[config.mk]
export PLATFORM = sky130hd
export DESIGN_NAME = keep_cnt_conv_flat
export DESIGN_NICKNAME = d
export VERILOG_FILES = /design/src/rtl/keep_cnt_conv_if.sv /design/src/rtl/keep_cnt_conv.sv /design/src/flat_wrapper.sv
export SDC_FILE = /design/constraint.sdc
export NUM_CORES = 1
export LEC_CHECK = 0
export CAP_MARGIN = 15
export CORE_MARGIN = 2
export CORE_UTILIZATION = 42
export CTS_CLUSTER_DIAMETER = 120
export CTS_CLUSTER_SIZE = 16
export DETAILED_ROUTE_END_ITERATION = 8
export PLACE_DENSITY = 0.86
export SLEW_MARGIN = 15
export SYNTH_ARGS = -nofsm -noshare
export SYNTH_HDL_FRONTEND = slang
export SYNTH_SLANG_ARGS = --single-unit
[constraint.sdc]
create_clock -name clk -period 3.6 [get_ports clk]
set_clock_uncertainty 0.1 [all_clocks]
set_input_delay 0.54 -clock clk [delete_from_list [all_inputs] [get_ports clk]]
set_output_delay 0.54 -clock clk [all_outputs]
set_load 0.02 [all_outputs]
[src/rtl/keep_cnt_conv_if.sv]
// keep_cnt_conv_if: keep-to-count and count-to-keep channel bundle for keep_cnt_conv.
// Rev 1.0
`default_nettype none

interface keep_cnt_conv_if #(
  parameter int C_KEEP_WIDTH = 8,
  parameter int C_CNT_WIDTH  = 4
) ();
  logic                    k2c_valid;
  logic [C_KEEP_WIDTH-1:0] k2c_keep;
  logic                    k2c_cnt_valid;
  logic [C_CNT_WIDTH-1:0]  k2c_cnt;
  logic                    k2c_noncontig;

  logic                    c2k_valid;
  logic [C_CNT_WIDTH-1:0]  c2k_cnt;
  logic                    c2k_keep_valid;
  logic [C_KEEP_WIDTH-1:0] c2k_keep;
  logic                    c2k_ovf;

  modport master (
    output k2c_valid, k2c_keep, c2k_valid, c2k_cnt,
    input  k2c_cnt_valid, k2c_cnt, k2c_noncontig,
    input  c2k_keep_valid, c2k_keep, c2k_ovf
  );

  modport slave (
    input  k2c_valid, k2c_keep, c2k_valid, c2k_cnt,
    output k2c_cnt_valid, k2c_cnt, k2c_noncontig,
    output c2k_keep_valid, c2k_keep, c2k_ovf
  );
endinterface

`default_nettype wire

[src/rtl/keep_cnt_conv.sv]
// keep_cnt_conv: registered tkeep <-> byte-count converter, two independent 1-cycle channels.
// Rev 1.0
`default_nettype none

module keep_cnt_conv #(
  parameter int C_KEEP_WIDTH = 8,
  parameter int C_CNT_WIDTH  = 4
) (
  input  wire logic          clk,
  input  wire logic          rst,
  keep_cnt_conv_if.slave     bus
);

  localparam logic [C_CNT_WIDTH-1:0] C_MAX_CNT = C_CNT_WIDTH'(C_KEEP_WIDTH);

  logic [C_CNT_WIDTH-1:0]  w_popcnt;
  logic [C_KEEP_WIDTH:0]   w_keep_ext;
  logic [C_KEEP_WIDTH:0]   w_keep_inc;
  logic                    w_noncontig;
  logic                    w_ovf;
  logic [C_KEEP_WIDTH-1:0] w_therm;

  logic                    r_k2c_valid;
  logic [C_CNT_WIDTH-1:0]  r_k2c_cnt;
  logic                    r_k2c_noncontig;
  logic                    r_c2k_valid;
  logic [C_KEEP_WIDTH-1:0] r_c2k_keep;
  logic                    r_c2k_ovf;

  always_comb begin
    w_popcnt = '0;
    for (int i = 0; i < C_KEEP_WIDTH; i++) begin
      w_popcnt = w_popcnt + C_CNT_WIDTH'(bus.k2c_keep[i]);
    end
  end

  // A mask of form 2**n-1 (including 0) has no bit in common with itself plus one.
  assign w_keep_ext  = {1'b0, bus.k2c_keep};
  assign w_keep_inc  = w_keep_ext + (C_KEEP_WIDTH+1)'(1);
  assign w_noncontig = |(w_keep_ext & w_keep_inc);

  assign w_ovf = (bus.c2k_cnt > C_MAX_CNT);

  for (genvar gi = 0; gi < C_KEEP_WIDTH; gi++) begin : g_therm
    assign w_therm[gi] = w_ovf | (C_CNT_WIDTH'(gi) < bus.c2k_cnt);
  end

  always_ff @(posedge clk) begin
    if (rst) begin
      r_k2c_valid     <= 1'b0;
      r_k2c_cnt       <= '0;
      r_k2c_noncontig <= 1'b0;
    end else begin
      r_k2c_valid <= bus.k2c_valid;
      if (bus.k2c_valid) begin
        r_k2c_cnt       <= w_popcnt;
        r_k2c_noncontig <= w_noncontig;
      end
    end
  end

  always_ff @(posedge clk) begin
    if (rst) begin
      r_c2k_valid <= 1'b0;
      r_c2k_keep  <= '0;
      r_c2k_ovf   <= 1'b0;
    end else begin
      r_c2k_valid <= bus.c2k_valid;
      if (bus.c2k_valid) begin
        r_c2k_keep <= w_therm;
        r_c2k_ovf  <= w_ovf;
      end
    end
  end

  assign bus.k2c_cnt_valid  = r_k2c_valid;
  assign bus.k2c_cnt        = r_k2c_cnt;
  assign bus.k2c_noncontig  = r_k2c_noncontig;
  assign bus.c2k_keep_valid = r_c2k_valid;
  assign bus.c2k_keep       = r_c2k_keep;
  assign bus.c2k_ovf        = r_c2k_ovf;

endmodule

`default_nettype wire

[src/flat_wrapper.sv]
// flat-port wrapper written by rule: the top's interface ports become plain ports
module keep_cnt_conv_flat 
#(
  parameter int C_KEEP_WIDTH = 8,
  parameter int C_CNT_WIDTH  = 4
)
  (clk, rst, bus_k2c_valid, bus_k2c_keep, bus_c2k_valid, bus_c2k_cnt, bus_k2c_cnt_valid, bus_k2c_cnt, bus_k2c_noncontig, bus_c2k_keep_valid, bus_c2k_keep, bus_c2k_ovf);
  keep_cnt_conv_if #(.C_KEEP_WIDTH(C_KEEP_WIDTH), .C_CNT_WIDTH(C_CNT_WIDTH)) bus_i ();
  input  wire logic clk;
  input  wire logic rst;
  input wire logic [$bits(bus_i.k2c_valid)-1:0] bus_k2c_valid;
  input wire logic [$bits(bus_i.k2c_keep)-1:0] bus_k2c_keep;
  input wire logic [$bits(bus_i.c2k_valid)-1:0] bus_c2k_valid;
  input wire logic [$bits(bus_i.c2k_cnt)-1:0] bus_c2k_cnt;
  output wire logic [$bits(bus_i.k2c_cnt_valid)-1:0] bus_k2c_cnt_valid;
  output wire logic [$bits(bus_i.k2c_cnt)-1:0] bus_k2c_cnt;
  output wire logic [$bits(bus_i.k2c_noncontig)-1:0] bus_k2c_noncontig;
  output wire logic [$bits(bus_i.c2k_keep_valid)-1:0] bus_c2k_keep_valid;
  output wire logic [$bits(bus_i.c2k_keep)-1:0] bus_c2k_keep;
  output wire logic [$bits(bus_i.c2k_ovf)-1:0] bus_c2k_ovf;
  assign bus_i.k2c_valid = bus_k2c_valid;
  assign bus_i.k2c_keep = bus_k2c_keep;
  assign bus_i.c2k_valid = bus_c2k_valid;
  assign bus_i.c2k_cnt = bus_c2k_cnt;
  assign bus_k2c_cnt_valid = bus_i.k2c_cnt_valid;
  assign bus_k2c_cnt = bus_i.k2c_cnt;
  assign bus_k2c_noncontig = bus_i.k2c_noncontig;
  assign bus_c2k_keep_valid = bus_i.c2k_keep_valid;
  assign bus_c2k_keep = bus_i.c2k_keep;
  assign bus_c2k_ovf = bus_i.c2k_ovf;
  keep_cnt_conv #(.C_KEEP_WIDTH(C_KEEP_WIDTH), .C_CNT_WIDTH(C_CNT_WIDTH)) u_core (.clk(clk), .rst(rst), .bus(bus_i));
endmodule
Word level (Yosys, flattened, before mapping)
Index checks and enable logic that the tools add are counted.
{ "classes": {"magnitude_cmp": 9, "n_bitwise": 9, "n_reduce_logical": 1, "n_addsub": 8} }
{ "op_table": {"columns": ["cell", "n"], "rows": [
  ["$add 4x1->4", 6],
  ["$lt 3x4->1 const A", 4],
  ["$add 8x1->9 const B", 1],
  ["$and 8x9->9", 1],
  ["$reduce_or 9->1", 1],
  ["$lt 1x4->1 const A", 2],
  ["$lt 2x4->1 const A", 2],
  ["$or 1x1->1", 8],
  ["$gt 4x4->1 const B", 1],
  ["$add 1x1->2", 1]
]} }
{ "word_totals": {"input_bits": 16, "output_inout_bits": 16, "register_bits": 16, "word_cells": 33} }

Logic depth before layout (Yosys ltp)
Gate-level depths: netlist of run 1.
{ "logic_depth": {"ltp_word": 7, "ltp_mapped": 10} }

Worst setup path after synthesis of run 1
No wires, ideal clock.
{ "synth_path": {"path_kind": "in2reg", "start": "input bus_k2c_keep[0]", "end": "register u_core.r_k2c_cnt[2] (netlist: u_core.bus.k2c_cnt[2])", "arrival_ns": 2.831, "setup_ns": 0.117, "required_time_ns": 3.383, "stages": 9, "setup_slack_ns": 0.552, "cell_sequence": "inv_1 ha_1 fa_1 fa_1 fa_1 fa_1 xnor2_1 mux2i_1 nor2_1"} }
{ "synth_between": {"elab_chain_cells": 7} }
{ "synth_lines": {"columns": ["item", "line", "text"], "rows": [
  ["start: declaration", "flat_wrapper.sv:12", "input wire logic [$bits(bus_i.k2c_keep)-1:0] bus_k2c_keep;"],
  ["$add 1x1->2", "keep_cnt_conv.sv:33", "w_popcnt = w_popcnt + C_CNT_WIDTH'(bus.k2c_keep[i]);"],
  ["$add 4x1->4 (6 in a row)", "keep_cnt_conv.sv:33", null],
  ["end signal: assignment", "keep_cnt_conv.sv:56", "r_k2c_cnt <= w_popcnt;"],
  ["end: declaration", "keep_cnt_conv.sv:24", "logic [C_CNT_WIDTH-1:0] r_k2c_cnt;"]
]} }
Every way passes these cells.
A chain may end at the register's enable or synchronous reset.

Final worst setup path of run 1
Ends and elaborated chain as after synthesis.

==> impl_summary.md, run 1 <==
Run
The count of max-cap constraint violations is 0.

CTS
The register clock-pin slew on the reported worst setup and hold paths is 90 ps. The clock tree root driver cell is clkbuf_4. In this run the number of H-tree levels came out at 1. The number of buffers created by CTS is 3. The number of buffers added to fix hold violations after cts is 0. The later pin in the worst-skew pair is clocked with a latency of 270 ps. The clock tree buffer depth is 2. TritonCTS built the clock tree. The clock sink count is 16.

The post-cts gate resize count is 0. The number of setup buffers added after CTS is 0.

Synth
By area the synthesized netlist is led by dfxtp_1 (40%), fa_1 (10%), nor2_1 (6.5%). The post-synthesis net count is 111. Of the post-synthesis cell area, the dominant cell type holds 0.399.

Of all flip-flops after synthesis, the portion carrying an async set or reset was 0. Synthesis produced a netlist whose cell count is 87. Counting flops and latches in the post-synthesis netlist gives 16. The leading register cell type out of synthesis is dfxtp_1. Yosys printed 0 warnings.

The average instance in the mapped netlist occupies 9.23 µm². The number of synthesized flops with an enable pin is 0. Of the synthesized area, sequential elements account for 0.399.

The combined area of all synthesized cells is 803 µm². The biggest area consumer among synthesized cells is dfxtp_1. Yosys mapped the design onto 25 distinct sky130hd cell types.

Timing
Across all hold checks on the routed design, the worst slack comes to 373 ps. The achievable frequency is 0.294 GHz. For the finished layout, the period the worst path requires is 3400 ps. Setup repair after global routing left no endpoint under its margin. The total count of hold-check failures in the final report was 0.

Setup violations remaining at the end of the flow were counted as 0. Measured against its own limit, the worst slew margin works out to 0.634. The post-route clock period utilization is 0.945. For the pin with the worst max-slew slack, the measured transition is 547 ps.

The max-slew violation count is 0.

Finish
The area growth from synthesis to final layout is 43.1%. In the final layout, the share of cells above drive strength 1 is 0.0339. Measured on the finished design, the core utilization comes to 0.652. The final non-filler cell area is 1150 µm². The number of nets in the layout is 144. The antenna diode count is 0.

Worst setup path
The maximum fanout along the worst path is 3. The critical path ends at u_core.bus.k2c_cnt[2]. The required time at the worst-slack endpoint is 3650 ps.

The nature of the critical path endpoint is a register. The worst setup path is launched from a primary input. The critical path is of the in -> reg type.

In this run the critical register-to-register path is launched from u_core.bus.c2k_keep[0]. For the worst flop-to-flop path, the logic depth is 2. STA puts the critical path data arrival time at 3460 ps. In this run the critical register-to-register path is captured at u_core.bus.c2k_keep[0]. The first element of the critical path is bus_k2c_keep[0]. The worst register-to-register path has a setup slack of 2740 ps.

GRT
The via count of the first global-routing pass came to 632. The number of antenna violations at the first check in global routing is 0. Across every metal layer, demand over resource in global routing totals 0.167. Entering global routing, the biggest net connects 17 pins. Summed over all layers, the global routing overflow is 0. The wire length of the first global-routing pass is 2550 µm.

Power and ir drop
In this run the static leakage power is 0.473 nW. Across the VDD grid, the largest voltage drop is 205 µV. In this run the power density over the cells is 367 nW/µm². Summing internal, switching and leakage power gives 0.422 mW.

Status
The flow ran to the end, and the final reports show no timing, DRC or antenna violations.

Floorplanning
The die is 47.7 µm tall. For this configuration, the core starts out at a cell density of 0.455. The count of pins on the block boundary is 32. The die covers 2280 µm². The count of standard-cell rows is 15. The floorplan step set the die width to 47.7 µm. The floorplan step defined a core boundary enclosing 1760 µm².

Drt
The number of nets with antenna violations after detailed routing is 0. The first TritonRoute pass finished after 4 iterations. The violation count after the first detailed-route iteration is 3.

For this run, design rule violations remaining after detail routing come to 0. The total detailed-routing wirelength is 1580 µm. Summing over every cut layer, the via total after detailed routing is 720. The post-detailed-route via-to-cell ratio is 5.03. In the final routed layout, each cell accounts on average for 11.0 µm.

Placed design
Routability-driven placement finished with a final weighted congestion of 0.732. The post-placement cell area is 1130 µm². The number of port buffers is 31. The wire-length estimate of the detail-placed layout is 1270 µm.

Hold path
The path class of the tightest hold or removal check is reg -> reg.
## layout by cell type (no fill, tap or decap), drive strengths merged
cell / n
a2111oi: 1
a211oi: 4
a21oi: 3
a311oi: 3
a31oi: 1
and2b: 1
clkbuf: 3
clkdlybuf4s50: 31
dfxtp: 16
fa: 4
ha: 4
inv: 10
mux2i: 2
nand2: 3
nand2b: 4
nand3: 1
nor2: 14
nor2b: 4
nor3: 3
o211ai: 1
o21a: 1
o21ai: 1
o22ai: 1
o311ai: 1
xnor2: 1
## stage by stage
step | std cells | worst slack, ps | setup TNS, ps
2_1_floorplan | 87 | 552 | 0
5_1_grt | 143 | 89.3 | 0
3_5_place_dp | 140 | -105 | -105
4_1_cts | 143 | 191 | 0
6_report | 143 | 199 | 0
3_3_place_gp | 140 | -24.0 | -24.0
## worst min-delay path by stage
stage                       start  cells after the start            endpoint  slack (ps)
2_1_floorplan  u_core.bus.c2k_ovf                      2  u_core.bus.c2k_ovf         440
3_3_place_gp   u_core.bus.c2k_ovf                      2  u_core.bus.c2k_ovf         350
3_5_place_dp   u_core.bus.c2k_ovf                      2  u_core.bus.c2k_ovf         360
4_1_cts        u_core.bus.c2k_ovf                      2  u_core.bus.c2k_ovf         370
5_1_grt        u_core.bus.c2k_ovf                      2  u_core.bus.c2k_ovf         390
6_report       u_core.bus.c2k_ovf                      2  u_core.bus.c2k_ovf         370
## registers in the layout, indices dropped and copies added (netlist names)
register,cells
u_core.bus.k2c_noncontig,1
u_core.bus.c2k_keep,8
u_core.bus.c2k_keep_valid,1
u_core.bus.k2c_cnt_valid,1
u_core.bus.k2c_cnt,4
u_core.bus.c2k_ovf,1
## cells by family after synthesis
group / Yosys count / share of synthesized area
buffers and inverters: 13 / 0.0685
AOI/OAI and AO/OA: 17 / 0.159
adders and majority gates: 8 / 0.162
DFF: 16 / 0.399
and+or+nand+nor: 30 / 0.176
muxes: 2 / 0.0249
xor gates and xnor gates: 1 / 0.0109
## per-layer routing
layer,share of wire,global-route usage,up-vias
li1,-,-,361
met1,0.42,0.184,329
met2,0.50,0.277,26
met3,0.052,0.0340,4
met4,0.032,0.130,0
met5,0,0,-
## final cells by class
cell class,instances,area (µm²)
Fill cell,166,614
Sequential cell,16,320
Inverter,10,37.5
Multi-Input combinational cell,58,428
Timing Repair Buffer,31,310
Clock buffer,3,22.5
Tap cell,25,31.3
## critical path, cell delays in order
cell and delay, ps:
clkdlybuf4s50_1 510, inv_1 60, ha_1 300, fa_1 510, fa_1 430, fa_1 410, fa_1 390, xnor2_1 130
mux2i_1 130, nor2_1 50
## cells in the mapped netlist, types with 2 or more instances
library cell and count:
ha_1 4, inv_1 10, nand2b_1 4, a311oi_1 3, buf_2 2, nor3_1 3
a21oi_1 3, fa_1 4, a211oi_1 4, nor2b_1 4, mux2i_1 2, dfxtp_1 16
nor2_1 14, nand2_1 3
## where the power goes
part / total [mW] / switching [mW] / internal, mW
logic: 0.134 / 0.0647 / 0.0688
registers: 0.198 / 0.00687 / 0.192
clock network: 0.0902 / 0.0514 / 0.0388
total: 0.422 / 0.123 / 0.299
(Power assumes the default switching activity.)
==> inputs of run 2 (changes only) <==
Settings changed: GPL_ROUTABILITY_DRIVEN set to 0.
==> results of run 2 <==
Same layout as run 1: the final DEF is identical, and so are final timing and power.
